$ cat config.mk
export PLATFORM = sky130hd
export DESIGN_NAME = parity_stream_unit
export DESIGN_NICKNAME = d
export VERILOG_FILES = /design/src/rtl/parity_stream_unit.sv
export SDC_FILE = /design/constraint.sdc
export NUM_CORES = 1
export LEC_CHECK = 0
export CAP_MARGIN = 20
export CORE_AREA = 3 3 68 70
export CTS_CLUSTER_DIAMETER = 50
export DETAILED_ROUTE_END_ITERATION = 7
export DIE_AREA = 0 0 71 73
export PLACE_DENSITY_LB_ADDON = 0.25
export SLEW_MARGIN = 20
export SYNTH_ARGS = -nofsm -noshare
export SYNTH_HDL_FRONTEND = slang
export SYNTH_SLANG_ARGS = --single-unit
$ cat constraint.sdc
create_clock -name clk -period 1.8 [get_ports clk]
set_input_delay 0.45 -clock clk [delete_from_list [all_inputs] [get_ports clk]]
set_output_delay 0.45 -clock clk [all_outputs]
set_load 0.005 [all_outputs]
$ cat src/rtl/parity_stream_unit.sv
// parity_stream_unit: pipelined even/odd parity generator/checker on a valid/ready stream
// Tracks frames delimited by in_last and reports per-word error, per-frame error,
// overrun at MAX_BEATS and a saturating mismatch count.
// Ports:
//   clk, rst_n            clock, asynchronous active-low reset
//   mode                  0 = generate, 1 = check (taken at frame start)
//   in_valid/in_ready     input handshake; in_data, in_par, in_last input fields
//   out_valid/out_ready   output handshake; out_data, out_par, out_err, out_last fields
//   frame_err, overrun    frame status, meaningful only with out_last
//   err_count             saturating count of mismatched words since reset
module parity_stream_unit #(
  parameter int DATA_W    = 8,
  parameter int ODD       = 0,
  parameter int MAX_BEATS = 16,
  parameter int CNT_W     = 8
) (
  input  logic              clk,
  input  logic              rst_n,
  input  logic              mode,
  input  logic              in_valid,
  output logic              in_ready,
  input  logic [DATA_W-1:0] in_data,
  input  logic              in_par,
  input  logic              in_last,
  output logic              out_valid,
  input  logic              out_ready,
  output logic [DATA_W-1:0] out_data,
  output logic              out_par,
  output logic              out_err,
  output logic              out_last,
  output logic              frame_err,
  output logic              overrun,
  output logic [CNT_W-1:0]  err_count
);
  typedef enum logic {IDLE, FRAME} state_t;
  state_t            state_q, state_d;
  logic [7:0]        cnt_q, cnt_d, cnt_nxt;
  logic              acc_q, acc_d, mode_q, mode_d;
  logic              out_valid_q, out_valid_d, out_par_q, out_par_d, out_err_q, out_err_d;
  logic              out_last_q, out_last_d, frame_err_q, frame_err_d, overrun_q, overrun_d;
  logic [DATA_W-1:0] out_data_q, out_data_d;
  logic [CNT_W-1:0]  err_count_q, err_count_d;
  logic              idle, in_fire, p, err, ovr, last, acc_prev;
  always_ff @(posedge clk or negedge rst_n)
    if (!rst_n) begin
      state_q     <= IDLE;
      cnt_q       <= '0;
      acc_q       <= 1'b0;
      mode_q      <= 1'b0;
      out_valid_q <= 1'b0;
      out_data_q  <= '0;
      out_par_q   <= 1'b0;
      out_err_q   <= 1'b0;
      out_last_q  <= 1'b0;
      frame_err_q <= 1'b0;
      overrun_q   <= 1'b0;
      err_count_q <= '0;
    end else begin
      state_q     <= state_d;
      cnt_q       <= cnt_d;
      acc_q       <= acc_d;
      mode_q      <= mode_d;
      out_valid_q <= out_valid_d;
      out_data_q  <= out_data_d;
      out_par_q   <= out_par_d;
      out_err_q   <= out_err_d;
      out_last_q  <= out_last_d;
      frame_err_q <= frame_err_d;
      overrun_q   <= overrun_d;
      err_count_q <= err_count_d;
    end
  // The first word of a frame uses the live mode; later words use the latched one.
  always_comb begin
    idle     = state_q == IDLE;
    in_fire  = in_valid && in_ready;
    p        = (^in_data) ^ (ODD != 0);
    err      = (idle ? mode : mode_q) && (in_par != p);
    cnt_nxt  = idle ? 8'd1 : cnt_q + 8'd1;
    ovr      = !in_last && cnt_nxt == 8'(MAX_BEATS);
    last     = in_last || ovr;
    acc_prev = !idle && acc_q;
    state_d  = in_fire ? (last ? IDLE : FRAME) : state_q;
    cnt_d    = in_fire ? cnt_nxt : cnt_q;
    acc_d    = in_fire ? acc_prev || err : acc_q;
    mode_d   = in_fire && idle ? mode : mode_q;
  end
  always_comb begin
    in_ready    = !out_valid_q || out_ready;
    out_valid_d = in_fire || (out_valid_q && !out_ready);
    out_data_d  = in_fire ? in_data : out_data_q;
    out_par_d   = in_fire ? p : out_par_q;
    out_err_d   = in_fire ? err : out_err_q;
    out_last_d  = in_fire ? last : out_last_q;
    frame_err_d = in_fire ? last && (acc_prev || err || ovr) : frame_err_q;
    overrun_d   = in_fire ? ovr : overrun_q;
    err_count_d = (in_fire && err && !(&err_count_q)) ? err_count_q + 1'b1 : err_count_q;
  end
  assign out_valid = out_valid_q;
  assign out_data  = out_data_q;
  assign out_par   = out_par_q;
  assign out_err   = out_err_q;
  assign out_last  = out_last_q;
  assign frame_err = frame_err_q;
  assign overrun   = overrun_q;
  assign err_count = err_count_q;
endmodule

==> flow_summary.ini <==
[grt]
grt_max_degree = 34
grtUsageTotal_pct = 18.00
grt_pass1_wl_mm = 7.217
grt-ovfl-total = 0
antenna_found_initial = 0
grt_pass1_vias = 1602

[die]
core_mm2 = 0.004029
ios = 38
die_y_um = 73
initial_core_util_pct = 39.84
dieArea_mm2 = 0.005183
die_x_um = 71
num_rows = 23

[worst_setup_path]
path_class = in -> reg
end_kind = flip-flop
worstPathRequired_ns = 1.99
critPathArrivalTime_ns = 2.01
crit_fanout = 5
worstReg2RegStart = cnt_q[1]$_DFFE_PN0P_
critical_path.startpoint = in_data[2]
critPathLaunchType = input port

[yosys]
synth_fp_nets = 186
synth_seq_cells = 33
synthAdderAreaFrac_pct = 1.559
synth_mux_area_share_pct = 2.806
yosysWarningCount = 0
synth_flop_cell = dfrtp_1
synth_compound_area_share_pct = 10.83
synth_area_leaders = dfrtp_1, nand2_1, xnor2_1
synth.top_cell.area_share_pct = 51.44
synth_edf_count = 0
async_flop_share_pct = 100.0
synth.most_common_cell = nand2_1
syn-mean-instance-area_um2 = 9.499
syn_area_mm2 = 0.001605
synth.distinct_cells = 33
netlist_instances = 169
synth_seq_area_share_pct = 51.44
synth_top_family_by_area = simple AND/OR/NAND/NOR gates
yosys.area.top_type = dfrtp_1
synthXorXnorAreaFrac_pct = 9.119
synth-simple-area-share_pct = 21.90
synthTopCellsByCount = nand2_1, dfrtp_1, o21ai_0, nand3_1

[worst_hold_path]
hp-class = in -> reg
min_from = in_data[4]

[layout]
seqCellArea_um2 = 825.8
antenna_cells = 0
drive_above_1_share_pct = 31.95
post-route-cell-area_mm2 = 0.002574
multi_input_area_um2 = 959.7
n_fill_cell = 315
area_delta_synth_final_pct = 60.33
nets = 257

[route]
wl_per_cell_um = 15.16
drc = 0
vias = 1483
antenna_left = 0
drtIter0Drc = 53
firstDrtPassIters = 4
routed_wl_mm = 4.412
viasPerCell = 5.096

[timing]
timing.final.max_slew_violations = 0
clock.fmax_ghz = 0.5489
final.setup_skew_ns = 0.005932
holdWs_ns = 0.3765
period_share_pct = 101.2
final_hold_viol_count = 0
rsz0062_at_grt = true
fin_setup_tns_ns = -0.02167
final-setup-viol-count = 1
tightestPinTransition_ns = 0.4278
timing.final.ws_setup_ns = -0.02167
relSlewSlack_pct = 71.48
period_needed_ns = 1.822

[power_and_ir_drop]
powerDensity_mw_per_mm2 = 1052
power.leakage_nw = 1.200
vdd_drop_max_mv = 0.8291

[run_status]
violations = negative setup slack
status = finished, violations left

[clock_tree]
insertion_delay_ns = 0.29
clkTransAtPathRegs_ns = 0.07
tritoncts = done
clockBufferDepth = 2
cts_buffers = 5
root_buffer = clkbuf_8
clkSinkCount = 33
htreeDepth = 2

[place]
place_area_mm2 = 0.002287
portBuffers = 37
gp_routability_congestion = 0.7899
place_worst_setup_slack_ns = -0.6277
dp.final_hpwl_mm = 3.016

[flow_run]
cap_violations = 0
-- layout by cell type, fill, tap and decap left out, types with 5 or more instances in the layout --
| cell type | Yosys | final |
|---|---|---|
| buf_4 | 0 | 31 |
| clkbuf_8 | 0 | 6 |
| clkdlybuf4s50_1 | 0 | 27 |
| dfrtp_1 | 33 | 33 |
| nand2_1 | 46 | 46 |
| nand3_1 | 10 | 10 |
| nor2_1 | 6 | 5 |
| o21ai_0 | 12 | 12 |
| xnor2_2 | 0 | 5 |
| xor2_1 | 7 | 7 |
-- per-layer routing --
metal  track usage (%)  up-vias  part of all wire [%]
met5                 0        -                     0
met4             9.395        0                   1.6
met3             5.372        8                   4.1
met2             31.51       34                    51
met1             19.70      722                    44
li1                  -      719                     -
-- stage by stage --
stage	power [mW]	instances	util (%)
after CTS	2.688	291	62.52
after floorplan	1.322	169	-
after global placement	1.803	280	56.77
final	2.707	291	63.88
after global routing	2.852	291	63.88
after detailed placement	1.844	280	56.77
-- critical path: stages --
cell and delay (ns):
clkdlybuf4s15_2 0.21, xnor2_2 0.20, xnor2_2 0.16, buf_4 0.16, xnor3_2 0.39, nor3_2 0.23, xor2_1 0.21
-- final timing paths --
kind	slack [ns]	end	cells after the start
setup / recovery	-0.02	err_count[2]$_DFFE_PN0P_	7
hold / removal	0.38	out_data[4]$_DFFE_PN0P_	3
setup reg to reg	0.01	frame_err$_DFFE_PN0P_	5
hold reg to reg	0.47	out_data[4]$_DFFE_PN0P_	2
max in group asynchronous	0.93	cnt_q[6]$_DFFE_PN0P_	2
min in group asynchronous	0.57	cnt_q[4]$_DFFE_PN0P_	2
-- registers in the layout, indices dropped and copies added (netlist names) --
| register | flops |
|---|---|
| acc_q | 1 |
| cnt_q | 8 |
| err_count | 8 |
| frame_err | 1 |
| mode_q | 1 |
| out_data | 8 |
| out_err | 1 |
| out_last | 1 |
| out_par | 1 |
| out_valid | 1 |
| overrun | 1 |
| state_q | 1 |
-- kinds of logic after synthesis --
| logic type | Yosys count |
|---|---|
| buf+inv | 10 |
| xor+xnor | 15 |
| flops | 33 |
| simple gates | 79 |
| compound gates | 26 |
| fa+ha+maj | 2 |
| mux | 4 |
-- what timing repair did --
item	in CTS	in global routing
gates cloned	1	0
endpoints found under the setup margin	15	10
pin swaps	11	13
resized for setup	35	22
hold buffers	0	0
buffers inserted	2	1
-- layout make-up --
cell class,instances,area share (%)
well taps,50,2.431
clock inverters,1,1.167
clock buffers,7,3.354
repair buffers,69,23.09
multi-input cells,127,37.29
inverters,4,0.5834
flip-flops and latches,33,32.09
-- power by group --
group          switching (mW)  total [mW]  internal [mW]
logic                   0.442        1.02          0.573
registers               0.101       0.974          0.873
clock network           0.267       0.718          0.451
No activity file was read; power rests on OpenSTA's default activity.
